## src/rtl/fifo_uart_drain_if.sv

```systemverilog
// -----------------------------------------------------------------------------
// fifo_uart_drain_if
// Read-side bundle between a byte FIFO and its consumer.
//   fifo_empty : FIFO empty flag (driven by the FIFO)
//   fifo_data  : registered FIFO read data, valid the cycle after a sampled read
//   fifo_rd_en : one-cycle read request (driven by the consumer)
// Modports:
//   master : the consumer (fifo_uart_drain) side
//   slave  : the FIFO side
// -----------------------------------------------------------------------------
interface fifo_uart_drain_if;
    logic       fifo_empty;
    logic [7:0] fifo_data;
    logic       fifo_rd_en;

    modport master (
        input  fifo_empty,
        input  fifo_data,
        output fifo_rd_en
    );

    modport slave (
        output fifo_empty,
        output fifo_data,
        input  fifo_rd_en
    );
endinterface

```

## src/rtl/fifo_uart_drain.sv

```systemverilog
// -----------------------------------------------------------------------------
// fifo_uart_drain
// Drains a byte FIFO onto an 8N1 UART-style serial line.  When enabled and the
// FIFO is not empty it pulses a one-cycle read request, captures the registered
// read data two edges later and shifts it out: one start bit (0), eight data
// bits LSB first, one stop bit (1), each held CLKS_PER_BIT clocks.
//
// Parameters:
//   CLKS_PER_BIT : clocks per serial bit (>= 4)
//
// Ports:
//   clk     : rising-edge clock
//   rstn    : asynchronous active-low reset
//   enable  : permits new FIFO fetches (checked only at fetch decision points)
//   fifo_if : FIFO read side (master modport: fifo_empty, fifo_data, fifo_rd_en)
//   tx      : registered serial line, idles high
//   busy    : high whenever the controller is not in IDLE
//
// Build option:
//   TX_PREFETCH_EN : when defined, a one-entry hold register is filled during
//                    the stop bit so consecutive frames go out with no gap.
// -----------------------------------------------------------------------------
module fifo_uart_drain #(
    parameter int CLKS_PER_BIT = 4
) (
    input  logic               clk,
    input  logic               rstn,
    input  logic               enable,
    fifo_uart_drain_if.master  fifo_if,
    output logic               tx,
    output logic               busy
);

    localparam int             CW        = $clog2(CLKS_PER_BIT);
    localparam logic [CW-1:0]  CNT_MAX   = CW'(CLKS_PER_BIT - 1);
    localparam logic [CW-1:0]  CNT_ZERO  = {CW{1'b0}};
    localparam logic [CW-1:0]  CNT_ONE   = CW'(1);
    localparam logic [2:0]     BIT_LAST  = 3'd7;

    typedef enum logic [2:0] {
        S_IDLE    = 3'd0,
        S_REQ     = 3'd1,
        S_CAPTURE = 3'd2,
        S_START   = 3'd3,
        S_DATA    = 3'd4,
        S_STOP    = 3'd5
    } state_e;

    state_e          state_q,      state_d;
    logic            fifo_rd_en_q, fifo_rd_en_d;
    logic            tx_q,         tx_d;
    logic [CW-1:0]   clk_cnt_q,    clk_cnt_d;
    logic [2:0]      bit_cnt_q,    bit_cnt_d;
    logic [7:0]      shift_q,      shift_d;

    logic            cnt_done_s;
    logic [2:0]      bit_nxt_s;

`ifdef TX_PREFETCH_EN
    logic [7:0]      hold_q,       hold_d;
    logic            hold_valid_q, hold_valid_d;
    // Marks the cycle in which the FIFO samples a prefetch read, so the byte
    // is taken from fifo_data on the following edge.
    logic            pf_cap_q,     pf_cap_d;
`endif

    // Bit-period and bit-index helpers shared by the next-state logic.
    assign cnt_done_s = (clk_cnt_q == CNT_MAX);
    assign bit_nxt_s  = bit_cnt_q + 3'd1;

    // Next-state and output computation for the drain/serialiser FSM.
    always_comb begin
        state_d      = state_q;
        fifo_rd_en_d = 1'b0;
        tx_d         = tx_q;
        clk_cnt_d    = clk_cnt_q;
        bit_cnt_d    = bit_cnt_q;
        shift_d      = shift_q;
`ifdef TX_PREFETCH_EN
        hold_d       = hold_q;
        hold_valid_d = hold_valid_q;
        // A read request seen while in STOP can only be a prefetch read.
        pf_cap_d     = fifo_rd_en_q && (state_q == S_STOP);
        if (pf_cap_q) begin
            hold_d       = fifo_if.fifo_data;
            hold_valid_d = 1'b1;
        end else begin
            hold_d       = hold_q;
        end
`endif

        case (state_q)
            S_IDLE: begin
                tx_d      = 1'b1;
                clk_cnt_d = CNT_ZERO;
                if (enable && !fifo_if.fifo_empty) begin
                    fifo_rd_en_d = 1'b1;
                    state_d      = S_REQ;
                end else begin
                    state_d      = S_IDLE;
                end
            end

            // The FIFO samples the request on this edge; data follows next cycle.
            S_REQ: begin
                state_d = S_CAPTURE;
            end

            S_CAPTURE: begin
                shift_d   = fifo_if.fifo_data;
                tx_d      = 1'b0;
                bit_cnt_d = 3'd0;
                clk_cnt_d = CNT_ZERO;
                state_d   = S_START;
            end

            S_START: begin
                if (cnt_done_s) begin
                    clk_cnt_d = CNT_ZERO;
                    tx_d      = shift_q[0];
                    state_d   = S_DATA;
                end else begin
                    clk_cnt_d = clk_cnt_q + CNT_ONE;
                end
            end

            S_DATA: begin
                if (cnt_done_s) begin
                    clk_cnt_d = CNT_ZERO;
                    if (bit_cnt_q == BIT_LAST) begin
                        tx_d    = 1'b1;
                        state_d = S_STOP;
                    end else begin
                        bit_cnt_d = bit_nxt_s;
                        tx_d      = shift_q[bit_nxt_s];
                    end
                end else begin
                    clk_cnt_d = clk_cnt_q + CNT_ONE;
                end
            end

            S_STOP: begin
`ifdef TX_PREFETCH_EN
                // Fetch the next byte early so it is ready when STOP ends.
                if ((clk_cnt_q == CNT_ZERO) && enable &&
                    !fifo_if.fifo_empty && !hold_valid_q) begin
                    fifo_rd_en_d = 1'b1;
                end else begin
                    fifo_rd_en_d = 1'b0;
                end
`endif
                if (cnt_done_s) begin
                    clk_cnt_d = CNT_ZERO;
`ifdef TX_PREFETCH_EN
                    if (hold_valid_q) begin
                        shift_d      = hold_q;
                        hold_valid_d = 1'b0;
                        tx_d         = 1'b0;
                        bit_cnt_d    = 3'd0;
                        state_d      = S_START;
                    end else begin
                        state_d      = S_IDLE;
                    end
`else
                    state_d = S_IDLE;
`endif
                end else begin
                    clk_cnt_d = clk_cnt_q + CNT_ONE;
                end
            end

            default: begin
                tx_d      = 1'b1;
                clk_cnt_d = CNT_ZERO;
                bit_cnt_d = 3'd0;
                state_d   = S_IDLE;
            end
        endcase
    end

    // State, line and datapath registers; reset abandons any frame in flight.
    always_ff @(posedge clk or negedge rstn) begin
        if (!rstn) begin
            state_q      <= S_IDLE;
            fifo_rd_en_q <= 1'b0;
            tx_q         <= 1'b1;
            clk_cnt_q    <= CNT_ZERO;
            bit_cnt_q    <= 3'd0;
            shift_q      <= 8'h00;
        end else begin
            state_q      <= state_d;
            fifo_rd_en_q <= fifo_rd_en_d;
            tx_q         <= tx_d;
            clk_cnt_q    <= clk_cnt_d;
            bit_cnt_q    <= bit_cnt_d;
            shift_q      <= shift_d;
        end
    end

`ifdef TX_PREFETCH_EN
    // Prefetch hold register and its capture pipeline.
    always_ff @(posedge clk or negedge rstn) begin
        if (!rstn) begin
            hold_q       <= 8'h00;
            hold_valid_q <= 1'b0;
            pf_cap_q     <= 1'b0;
        end else begin
            hold_q       <= hold_d;
            hold_valid_q <= hold_valid_d;
            pf_cap_q     <= pf_cap_d;
        end
    end
`endif

    assign fifo_if.fifo_rd_en = fifo_rd_en_q;
    assign tx                 = tx_q;
    assign busy               = (state_q != S_IDLE);

endmodule

```

## src/flat_wrapper.sv

```systemverilog
// flat-port wrapper written by rule: the top's interface ports become plain ports
module fifo_uart_drain_flat 
#(
    parameter int CLKS_PER_BIT = 4
)
  (clk, rstn, enable, tx, busy, fifo_if_fifo_empty, fifo_if_fifo_data, fifo_if_fifo_rd_en);
  fifo_uart_drain_if fifo_if_i ();
  input  logic clk;
  input  logic rstn;
  input  logic enable;
  output logic tx;
  output logic busy;
  input wire logic [$bits(fifo_if_i.fifo_empty)-1:0] fifo_if_fifo_empty;
  input wire logic [$bits(fifo_if_i.fifo_data)-1:0] fifo_if_fifo_data;
  output wire logic [$bits(fifo_if_i.fifo_rd_en)-1:0] fifo_if_fifo_rd_en;
  assign fifo_if_i.fifo_empty = fifo_if_fifo_empty;
  assign fifo_if_i.fifo_data = fifo_if_fifo_data;
  assign fifo_if_fifo_rd_en = fifo_if_i.fifo_rd_en;
  fifo_uart_drain #(.CLKS_PER_BIT(CLKS_PER_BIT)) u_core (.clk(clk), .rstn(rstn), .enable(enable), .fifo_if(fifo_if_i), .tx(tx), .busy(busy));
endmodule
```

## config.mk

```make
export PLATFORM = sky130hd
export DESIGN_NAME = fifo_uart_drain_flat
export DESIGN_NICKNAME = d
export VERILOG_FILES = /design/src/rtl/fifo_uart_drain_if.sv /design/src/rtl/fifo_uart_drain.sv /design/src/flat_wrapper.sv
export SDC_FILE = /design/constraint.sdc
export NUM_CORES = 1
export LEC_CHECK = 0
export ABC_AREA = 1
export CAP_MARGIN = 5
export CORE_ASPECT_RATIO = 0.75
export CORE_MARGIN = 1.5
export CORE_UTILIZATION = 40
export DETAILED_ROUTE_END_ITERATION = 10
export PLACE_DENSITY_LB_ADDON = 0.2
export REMOVE_ABC_BUFFERS = 1
export SLEW_MARGIN = 15
export SYNTH_ARGS = -nofsm -noshare
export SYNTH_HDL_FRONTEND = slang
export SYNTH_SLANG_ARGS = --single-unit
export TNS_END_PERCENT = 30
```

## constraint.sdc

```tcl
create_clock -name clk -period 3.6 [get_ports clk]
set_input_delay 1.08 -clock clk [delete_from_list [all_inputs] [get_ports clk]]
set_output_delay 1.08 -clock clk [all_outputs]
set_load 0.01 [all_outputs]
```

==> impl_metrics.py, run 1 <==
metrics = {
    "run_status": {
        "status": "finished, final reports clean",
    },
    "timing": {
        "hold-worst-slack_ns": 0.487,
        "hold_violations": 0,
        "clock_skew_ns": 0.00984,
        "setup_viol": 0,
        "max_freq_ghz": 0.379,
        "worst_slew_pin_slew_ns": 0.818,
        "period_share": 0.733,
        "setup_tns_ns": 0,
        "drv_slew": 0,
        "slew-limit-headroom": 0.453,
        "rsz0062_at_grt": "false",
        "fin_crit_ns": 2.64,
    },
    "worst_setup_path": {
        "reg2reg_from": "u_core.state_q[1]",
        "r2r_setup_slack_ns": 1.91,
        "start_kind": "register",
        "worstPathMaxFanout": 6,
        "r2r.worst_path.cells": 5,
        "end_kind": "output port",
        "timing.rr.end": "u_core.shift_q[5]",
        "startpoint": "u_core.state_q[2]",
        "cp_data_arrival_time_ns": 1.56,
        "worstSetupPathType": "reg -> out",
        "required_ns": 2.52,
    },
    "global_route": {
        "grt_pass1_wl_mm": 3.46,
        "grt-ovfl-total": 0,
        "antenna_found_initial": 0,
        "grt_usage": 0.179,
        "grt_pass1_vias": 781,
        "grt_max_degree": 19,
    },
    "drt": {
        "drtPass1Iterations": 4,
        "viasPerCell": 4.77,
        "drc_errors": 0,
        "detail_route.wl_per_cell_um": 11.9,
        "totalWireLength_mm": 1.99,
        "drt_iter0_markers": 17,
        "num_vias": 802,
        "ant_nets": 0,
    },
    "floorplanning": {
        "io_pins": 15,
        "die_x_um": 59.4,
        "initial_core_util": 0.420,
        "core_um2": 2270,
        "dieArea_um2": 2690,
        "placementRows": 15,
        "die_h_um": 45.3,
    },
    "clock_network": {
        "cts_tree": "yes",
        "cts_setup_buffers": 0,
        "clock_latency_ns": 0.31,
        "root_buffer": "clkbuf_4",
        "clock_sinks": 18,
        "cts_hold_buffers": 0,
        "clk_pin_slew_ns": 0.11,
        "cts_resized": 0,
        "clockBufferDepth": 2,
        "cts.htree.levels": 1,
        "cts_buffers": 3,
    },
    "hold_path": {
        "holdCritPathClass": "reg -> reg",
        "min_from": "u_core.shift_q[4]",
        "holdPathStages": 2,
        "min_to": "u_core.shift_q[4]",
    },
    "place": {
        "portBuffers": 14,
        "dpl-instance-area_um2": 1130,
        "gp_congestion": 0.874,
        "dpl.hpwl_mm": 1.45,
    },
    "run": {
        "maxCapViolations": 0,
    },
    "cells_and_area": {
        "layout.nets": 150,
        "area_delta_synth_final_pct": 21.1,
        "final_util": 0.509,
        "stdcell_area_um2": 1150,
        "num_antenna_cells": 0,
        "n_fill_cell": 237,
        "drive_gt1_frac": 0.164,
    },
    "logic_synthesis": {
        "ys_ff_latch": 18,
        "ys_types": 23,
        "synth_area_per_cell_um2": 8.15,
        "synth_cells": 117,
        "synth-seq-area-share": 0.474,
        "syn-cell-area_um2": 953,
        "synth_warnings": 0,
    },
    "power_and_ir_drop": {
        "p_clk_frac": 0.108,
        "intPower_mw": 0.553,
        "p_leak_nw": 0.574,
        "p_sw_mw": 0.471,
        "pwr-share-seq": 0.380,
        "comb_power_share": 0.512,
        "vdd_drop_max_mv": 0.339,
        "p_sw_frac": 0.460,
        "cellPowerDensity_nw_per_um2": 886,
    },
}
worst max path at each step:
| stage | slack, ns | to | cells after the start |
|---|---|---|---|
| after floorplan | 1.87 | busy | 2 |
| after global routing | 0.91 | busy | 3 |
| after detailed placement | 1.33 | busy | 3 |
| after global placement | 1.36 | busy | 3 |
| final | 0.96 | busy | 3 |
| after CTS | 0.97 | busy | 3 |
critical path, cell delays in order (launching register included):
cell,delay (ns)
dfrtp_1,0.50
inv_2,0.13
nand3_2,0.10
clkdlybuf4s50_1,0.53
cell usage after synthesis (all sizes together):
cell type | n | share of area
nand2 | 47 | 0.21
dfrtp | 17 | 0.45
inv | 15 | 0.059
nand3 | 13 | 0.089
o21ai | 8 | 0.046
nor3 | 4 | 0.026
ha | 3 | 0.039
nor2 | 3 | 0.020
a21boi | 1 | 0.0079
a21oi | 1 | 0.0052
buf | 1 | 0.0079
clkinv | 1 | 0.0052
dfstp | 1 | 0.028
o211ai | 1 | 0.0079
o22ai | 1 | 0.0066
layout make-up:
type,count,area [µm²],share of cell area
sequential,18,452,0.391
multi-input combinational,82,433,0.375
timing repair buffer,14,140,0.121
clock buffer,4,26.3,0.0228
tap,34,42.5,0.0368
inverter,16,61.3,0.0531
state kept, by name (all words and copies together) (netlist names):
name / count
u_core.state_q: 3
u_core.clk_cnt_q: 2
u_core.bit_cnt_q: 3
u_core.tx: 1
u_core.shift_q: 8
u_core.fifo_if.fifo_rd_en: 1
logic make-up (layout without fill, tap and decap cells):
group                      Yosys count  in the layout  share of synthesized area
AOI/OAI and AO/OA                   12             12                     0.0735
adders and majority gates            3              3                     0.0394
buffers and inverters               17             34                     0.0722
DFF                                 18             18                      0.474
and+or+nand+nor                     67             67                      0.341
routing by layer:
metal	up-vias	routed length, µm	global-route usage
li1	407	-	-
met1	365	979	0.228
met2	26	887	0.288
met3	4	103	0.0544
met4	0	24	0.0682
met5	-	0	0
power by group through the flow:
stage | sequential, mW | combinational (mW) | clock [mW]
after CTS | 0.388 | 0.527 | 0.114
after global routing | 0.400 | 0.606 | 0.124
after detailed placement | 0.390 | 0.519 | 0
after floorplan | 0.374 | 0.393 | 0
final | 0.389 | 0.524 | 0.111
after global placement | 0.387 | 0.503 | 0
layout by cell type (no fill, tap or decap):
cell type,n
a21oi_1,1
nor2_4,1
inv_1,9
clkbuf_4,3
nand3_2,4
inv_2,6
o22ai_1,1
o21ai_2,1
clkbuf_1,1
nand2_4,2
nand2_2,2
ha_1,3
nand2_1,43
clkdlybuf4s50_1,14
a21boi_1,1
dfrtp_1,17
nand3_1,9
nor3_1,3
o21ai_0,1
o21ai_1,6
dfstp_2,1
nor3_2,1
clkinv_2,1
nor2_1,2
o211ai_1,1
stage by stage:
stage	total power, mW	worst slack (ns)	instances
after global routing	1.13	0.913	168
after floorplan	0.766	1.87	116
after CTS	1.03	0.968	168
after detailed placement	0.910	1.33	164
after global placement	0.889	1.36	164
final	1.02	0.959	168
No activity file was read; power rests on OpenSTA's default activity.
==> run 2: changes to the inputs <==
Clock period 3.6 ns to 2.7 ns, I/O delays scaled along.
==> impl_metrics.py, run 2 (synthesis results as in run 1) <==
metrics = {
    "run_status": {
        "status": "finished, final reports clean",
    },
    "place": {
        "dpl.hpwl_mm": 1.38,
        "portBuffers": 14,
        "dpl-instance-area_um2": 1140,
        "gp_congestion": 0.844,
    },
    "global_route": {
        "grt_max_degree": 19,
        "grt_usage": 0.159,
        "grt_pass1_vias": 709,
        "grt-ovfl-total": 0,
        "antenna_found_initial": 0,
        "grt_pass1_wl_mm": 3.13,
    },
    "timing": {
        "setup_tns_ns": 0,
        "rsz0062_at_grt": "false",
        "clock_skew_ns": 0.00620,
        "drv_slew": 0,
        "hold-worst-slack_ns": 0.484,
        "slew-limit-headroom": 0.516,
        "fin_crit_ns": 2.32,
        "setup_viol": 0,
        "worst_slew_pin_slew_ns": 0.722,
        "hold_violations": 0,
        "period_share": 0.860,
        "max_freq_ghz": 0.431,
    },
    "cells_and_area": {
        "final_common_cell": "nand2_1",
        "largest_register": "u_core.shift_q",
        "drive_gt1_frac": 0.178,
        "num_antenna_cells": 0,
        "layout.nets": 151,
        "seqCellArea_um2": 452,
        "stdcell_area_um2": 1170,
        "n_fill_cell": 212,
        "largest_registers": "u_core.shift_q x8, u_core.bit_cnt_q x3, u_core.state_q x3",
        "multiInputGateArea_um2": 433,
        "largest_register_ffs": 8,
        "layout_common_cells": "nand2_1, dfrtp_1, clkdlybuf4s50_1",
        "area_delta_synth_final_pct": 23.0,
    },
    "clock_network": {
        "cts_buffers": 3,
        "cts_setup_buffers": 0,
        "clk_pin_slew_ns": 0.10,
        "clock_latency_ns": 0.30,
        "clock_sinks": 18,
        "cts_hold_buffers": 0,
        "root_buffer": "clkbuf_4",
        "cts_tree": "yes",
        "clockBufferDepth": 2,
        "cts_resized": 0,
        "cts.htree.levels": 1,
    },
    "worst_setup_path": {
        "worstPathMaxFanout": 6,
        "slowest_delay_ns": 0.53,
        "r2r_setup_slack_ns": 1.07,
        "start_kind": "register",
        "cpMaxStageDelayCell": "clkdlybuf4s50_1",
        "r2r.worst_path.cells": 6,
        "end_kind": "output port",
        "worstSetupPathType": "reg -> out",
        "required_ns": 1.89,
        "reg2reg_from": "u_core.bit_cnt_q[0]",
        "timing.rr.end": "u_core.bit_cnt_q[0]",
        "path_cells": "inv_2 -> nand3_2 -> clkdlybuf4s50_1",
        "cp_data_arrival_time_ns": 1.51,
    },
    "floorplanning": {
        "io_pins": 15,
        "core_um2": 2270,
        "die_h_um": 45.3,
        "dieArea_um2": 2690,
        "placementRows": 15,
        "initial_core_util": 0.420,
        "die_x_um": 59.4,
    },
    "hold_path": {
        "min_from": "u_core.shift_q[6]",
        "holdCritPathClass": "reg -> reg",
        "min_to": "u_core.shift_q[6]",
        "holdPathStages": 2,
    },
    "power_and_ir_drop": {
        "vdd_drop_max_mv": 0.452,
        "cellPowerDensity_nw_per_um2": 1160,
        "p_leak_nw": 0.585,
    },
    "drt": {
        "totalWireLength_mm": 1.81,
        "viasPerCell": 4.55,
        "ant_nets": 0,
        "num_vias": 769,
        "drc_errors": 0,
        "drtPass1Iterations": 4,
        "detail_route.wl_per_cell_um": 10.7,
        "drt_iter0_markers": 25,
    },
    "run": {
        "maxCapViolations": 0,
    },
}
## run 2: cell types whose count changed in the layout (fill, tap and decap cells not counted)
cell | before | now
buf_4 | 0 | 1
clkbuf_8 | 0 | 1
clkbuf_1 | 1 | 0
## run 2: metal layers
metal	vias up	global-route usage	wire (µm)
met3	2	0.0659	116
li1	410	-	-
met1	339	0.226	953
met5	-	0	0
met2	18	0.231	738
met4	0	0.0273	4
## run 2: how the worst max path moves through the flow
stage	from	to	slack (ns)	cells after the start
after floorplan	u_core.state_q[2]	busy	1.24	2
after global placement	u_core.state_q[2]	busy	0.73	3
after detailed placement	u_core.state_q[2]	busy	0.72	3
after CTS	u_core.state_q[2]	busy	0.36	3
after global routing	u_core.state_q[2]	busy	0.29	3
final	u_core.state_q[2]	busy	0.38	3
## run 2: final cells by class
class | instances | share of cell area
well taps | 34 | 0.0363
clock buffers | 4 | 0.0309
multi-input cells | 82 | 0.369
flip-flops and latches | 18 | 0.385
repair buffers | 15 | 0.126
inverters | 16 | 0.0523
## run 2: stage by stage
stage / total power [mW] / utilization / setup slack, ns / instances
4_1_cts: 1.38 / 0.516 / 0.363 / 169
6_report: 1.37 / 0.516 / 0.379 / 169
3_5_place_dp: 1.21 / 0.500 / 0.715 / 165
3_3_place_gp: 1.18 / 0.500 / 0.725 / 165
2_1_floorplan: 1.02 / - / 1.24 / 116
5_1_grt: 1.51 / 0.516 / 0.289 / 169
## run 2: where the power goes
| group | leakage [nW] | switching [mW] | internal [mW] | total, mW |
|---|---|---|---|---|
| Combinational | 0.341 | 0.403 | 0.278 | 0.681 |
| Sequential | 0.223 | 0.112 | 0.403 | 0.514 |
| Clock | 0.0210 | 0.0881 | 0.0823 | 0.170 |
| Total | 0.585 | 0.603 | 0.763 | 1.37 |
## run 2: worst max-delay path: cells and delay by family, from the launching register on
kind,cells,cell delay (ns)
buffers and inverters,2,0.64
flip-flops,1,0.48
AND/OR/NAND/NOR,1,0.09
==> RTL edit 1 (flow settings as in run 1) <==
Add a define of `TX_PREFETCH_EN`.
--- a/src/rtl/fifo_uart_drain.sv
+++ b/src/rtl/fifo_uart_drain.sv
@@ -20,6 +20,8 @@
 //   TX_PREFETCH_EN : when defined, a one-entry hold register is filled during
 //                    the stop bit so consecutive frames go out with no gap.
 // -----------------------------------------------------------------------------
+`define TX_PREFETCH_EN
+
 module fifo_uart_drain #(
     parameter int CLKS_PER_BIT = 4
 ) (
Check against the original RTL: same outputs for any inputs over 10 cycles, from zero or initial values and one cycle with rstn low; that may be too few to reach the edited logic, so the function may still have changed.
==> RTL edit 1 against run 1 <==
  * Routed wire length up 40%
  * Hold slack better by 0.011 ns
  * Design area is 46% higher
  * Core utilization is 1.4 points lower
  * Combinational power rose by 5.2%
  * Clock skew shrank 0.0018 ns
  * Power rose by 22%
  * Area after synthesis grew 53%
  * Sequential cell count grew 10
  * Setup slack worse by 0.060 ns
  * Non-clock buffer count up 1
==> RTL edit 1: results (changes against run 1) <==
Outcome
Outcome: complete, no violations (unchanged).

GRT
The global-route met2 utilization is 0.246 (was 0.288). The global router's overall resource usage is 0.158 (was 0.179). The number of global-route vias before repair is 1139 (was 781). The wire length of the first global-routing pass is 4990 um (was 3460 um).

Power
The leakage power is 0.770 nW (was 0.574 nW). The power per unit of standard cell area came to 741 mW/mm2 (was 886 mW/mm2). The combinational share of power is 0.443 (was 0.512).

Layout
The final design area excluding fillers is 0.00168 mm2 (was 0.00115 mm2). The final cell count without fillers is 229 (was 168). The number of inserted filler cells in the final layout is 316 (was 237).

Place
The final weighted congestion in routability-driven placement came to 0.829 (was 0.874). The detailed placement HPWL is 2130 um (was 1450 um). The standard cell area after detailed placement came to 0.00164 mm2 (was 0.00113 mm2).

Drt
The detailed route wirelength on metal2 is 1290 um (was 887 um). The number of violations reported at the end of detailed-routing iteration 0 was 108 (was 17). The total wirelength of the detailed-routed design came to 2800 um (was 1990 um). The detailed-routing wirelength on met1 is 1360 um (was 979 um).

Floorplanning
The die width is 72.8 um (was 59.4 um).

Clock network
The insertion delay to the later sink of the worst-skew pair was 0.28 ns (was 0.31 ns). The buffer type at the clock tree root is sky130_fd_sc_hd__clkbuf_8 (was sky130_fd_sc_hd__clkbuf_4).

Worst setup path
The worst stage delay on the critical path was 0.47 ns (was 0.53 ns). The data arrival time of the critical path came to 1.62 ns (was 1.56 ns).

Synth
The gate count after technology mapping was 164 (was 117).

Timing
The transition at the pin with the smallest max-transition slack came to 0.402 ns (was 0.818 ns).
==> RTL edit 1: changes by cell type in the layout (fill, tap and decap cells not counted), sizes merged, moves of 2 or more <==
cell	run 1	this run
a31oi	0	8
mux2	0	8
o21ai	8	13
nand3	13	10
dfrtp	17	27
nor2	3	18
inv	15	17
nor3	4	0
==> RTL edit 1: logic make-up (layout without fill, tap and decap cells) <==
logic type | after synthesis | in the layout | synth area share
mux | 8 | 8 | 0.0616
flops | 28 | 28 | 0.480
fa+ha+maj | 4 | 4 | 0.0342
buf+inv | 21 | 36 | 0.0710
simple gates | 77 | 77 | 0.243
compound gates | 26 | 26 | 0.110
==> RTL edit 1: final timing paths <==
kind | cells past startpoint | slack (ns) | startpoint | endpoint
worst max-delay path | 5 | 0.90 | u_core.state_q[2] | busy
worst min-delay path | 2 | 0.50 | u_core.fifo_if.fifo_rd_en | u_core.pf_cap_q
worst max register to register | 8 | 1.93 | u_core.bit_cnt_q[0] | u_core.bit_cnt_q[0]
worst min register to register | 2 | 0.50 | u_core.fifo_if.fifo_rd_en | u_core.pf_cap_q
max in group asynchronous | 2 | 2.12 | rstn | u_core.tx
min in group asynchronous | 2 | 1.17 | rstn | u_core.hold_q[0]
==> RTL edit 1: cell type report <==
cell class                      instances  area share
Tap cell                               50      0.0372
Timing Repair Buffer                   15      0.0879
Sequential cell                        28       0.418
Multi-Input combinational cell        115       0.391
Inverter                               17      0.0395
Clock buffer                            4      0.0268
==> RTL edit 1: tightest hold or removal path, stage by stage, from the launching register on <==
cell	delay (ns)
sky130_fd_sc_hd__dfrtp_1	0.39
sky130_fd_sc_hd__inv_1	0.05
sky130_fd_sc_hd__nor2_1	0.04
==> RTL edit 2 (settings of run 1) <==
Made on the original files. Take the reset off `shift_q` and load it in a clocked block of its own.
--- a/src/rtl/fifo_uart_drain.sv
+++ b/src/rtl/fifo_uart_drain.sv
@@ -186,15 +186,17 @@
             tx_q         <= 1'b1;
             clk_cnt_q    <= CNT_ZERO;
             bit_cnt_q    <= 3'd0;
-            shift_q      <= 8'h00;
         end else begin
             state_q      <= state_d;
             fifo_rd_en_q <= fifo_rd_en_d;
             tx_q         <= tx_d;
             clk_cnt_q    <= clk_cnt_d;
             bit_cnt_q    <= bit_cnt_d;
-            shift_q      <= shift_d;
         end
+    end
+
+    always_ff @(posedge clk) begin
+        shift_q <= shift_d;
     end
 
 `ifdef TX_PREFETCH_EN
Behaviour: same outputs for any inputs over 10 cycles, from zero or initial values and one cycle with rstn low; that may be too few to reach the edited logic, so the function may still have changed.
==> RTL edit 2 against run 1 <==
  * Sequential power down 5.4%
  * Design area down 9.1%
  * Non-clock buffer count stayed put
  * Clock power decreased by 6%
  * Routed wire length shrank 20%
  * Setup slack gained 0.10 ns
  * Sequential cell count is the same
  * Area after synthesis fell by 10%
  * Cell count decreased by 21%
  * Synthesized cell count shrank 23%
  * Power fell by 13%
  * Largest cell class unchanged
  * Highest routed layer unchanged
==> RTL edit 2: results (changes against run 1) <==
GRT
The global-route met2 utilization is 0.228 (was 0.288). The wire length of the first global-routing pass is 2860 um (was 3460 um). The met3 track demand over resource in global routing is 0.0671 (was 0.0544). The maximum number of pins on one net before global-route repair is 11 (was 19). The global router's overall resource usage was 0.158 (was 0.179).

Timing
The worst slack on hold paths is 0.518 ns (was 0.487 ns). The max-slew headroom at the worst pin is 0.479 (was 0.453). The setup skew after layout is 0.00489 ns (was 0.00984 ns).

Drt
The wire length on met3 came to 88 um (was 103 um). The ratio of routed vias to standard cells came to 4.83 (was 4.77). The detailed route wirelength on metal2 is 654 um (was 887 um).

The detailed-routing wirelength on met1 was 833 um (was 979 um). The total wirelength of the detailed-routed design is 1590 um (was 1990 um). The vias after detailed routing is 637 (was 802).

Synth
The proportion of synthesized chip area in sequential cells was 0.576 (was 0.474). The count of distinct cell types in the synthesized netlist is 20 (was 23). Ranking of synthesized cells by area: sky130_fd_sc_hd__edfxtp_1, sky130_fd_sc_hd__dfrtp_1, sky130_fd_sc_hd__nand2_1 (was sky130_fd_sc_hd__dfrtp_1, sky130_fd_sc_hd__nand2_1, sky130_fd_sc_hd__nand3_1). The async set-or-reset flop fraction in the synthesized netlist is 0.556 (was 1.00).

Worst setup path
The reg-to-reg critical path endpoint is u_core.tx (was u_core.shift_q[5]). The data arrival time of the critical path is 1.46 ns (was 1.56 ns). The reg-to-reg startpoint is u_core.state_q[0] (was u_core.state_q[1]).

Layout
The share of post-route cells with drive strength above 1 was 0.130 (was 0.164). The final net count is 124 (was 150). The number of inserted filler cells in the final layout is 192 (was 237).

Place
The cell count after placement is 128 (was 164). The detailed placement HPWL is 1190 um (was 1450 um).

Hold path
The beginning of the worst hold path was u_core.bit_cnt_q[2] (was u_core.shift_q[4]).

Outcome
Outcome: complete, no violations (unchanged).
==> RTL edit 2: area by class of cell <==
class | instances | share of cell area
repair buffers | 14 | 0.133
clock buffers | 3 | 0.0215
well taps | 24 | 0.0286
inverters | 14 | 0.0501
flip-flops and latches | 18 | 0.468
multi-input cells | 58 | 0.294
clock inverters | 1 | 0.00358
==> RTL edit 2: worst register-to-register path, delay by kind of cell (launching register included) <==
| kind | cells | cell delay (ns) |
|---|---|---|
| and+or+nand+nor | 3 | 0.82 |
| DFF | 1 | 0.43 |
| AOI/OAI and AO/OA | 2 | 0.28 |
| buffers and inverters | 1 | 0.10 |
==> RTL edit 2: kinds of logic (layout without fill, tap and decap cells) <==
group / Yosys count / after routing / share of synthesized area
compound gates: 12 / 12 / 0.0895
flops: 18 / 18 / 0.576
fa+ha+maj: 3 / 3 / 0.0440
buf+inv: 14 / 32 / 0.0616
simple gates: 43 / 43 / 0.229
==> RTL edit 2: how the worst max path moves through the flow <==
stage / to / slack (ns) / cells after the start
2_1_floorplan: busy / 1.87 / 2
6_report: busy / 1.06 / 3
3_3_place_gp: busy / 1.40 / 3
3_5_place_dp: busy / 1.40 / 3
4_1_cts: busy / 1.04 / 3
5_1_grt: busy / 0.98 / 3
==> RTL edit 2: where the power goes <==
| part | switching, mW | total, mW | internal, mW |
|---|---|---|---|
| Combinational | 0.245 | 0.414 | 0.169 |
| Clock | 0.0639 | 0.104 | 0.0404 |
| Sequential | 0.0587 | 0.368 | 0.310 |
| Total | 0.368 | 0.887 | 0.519 |
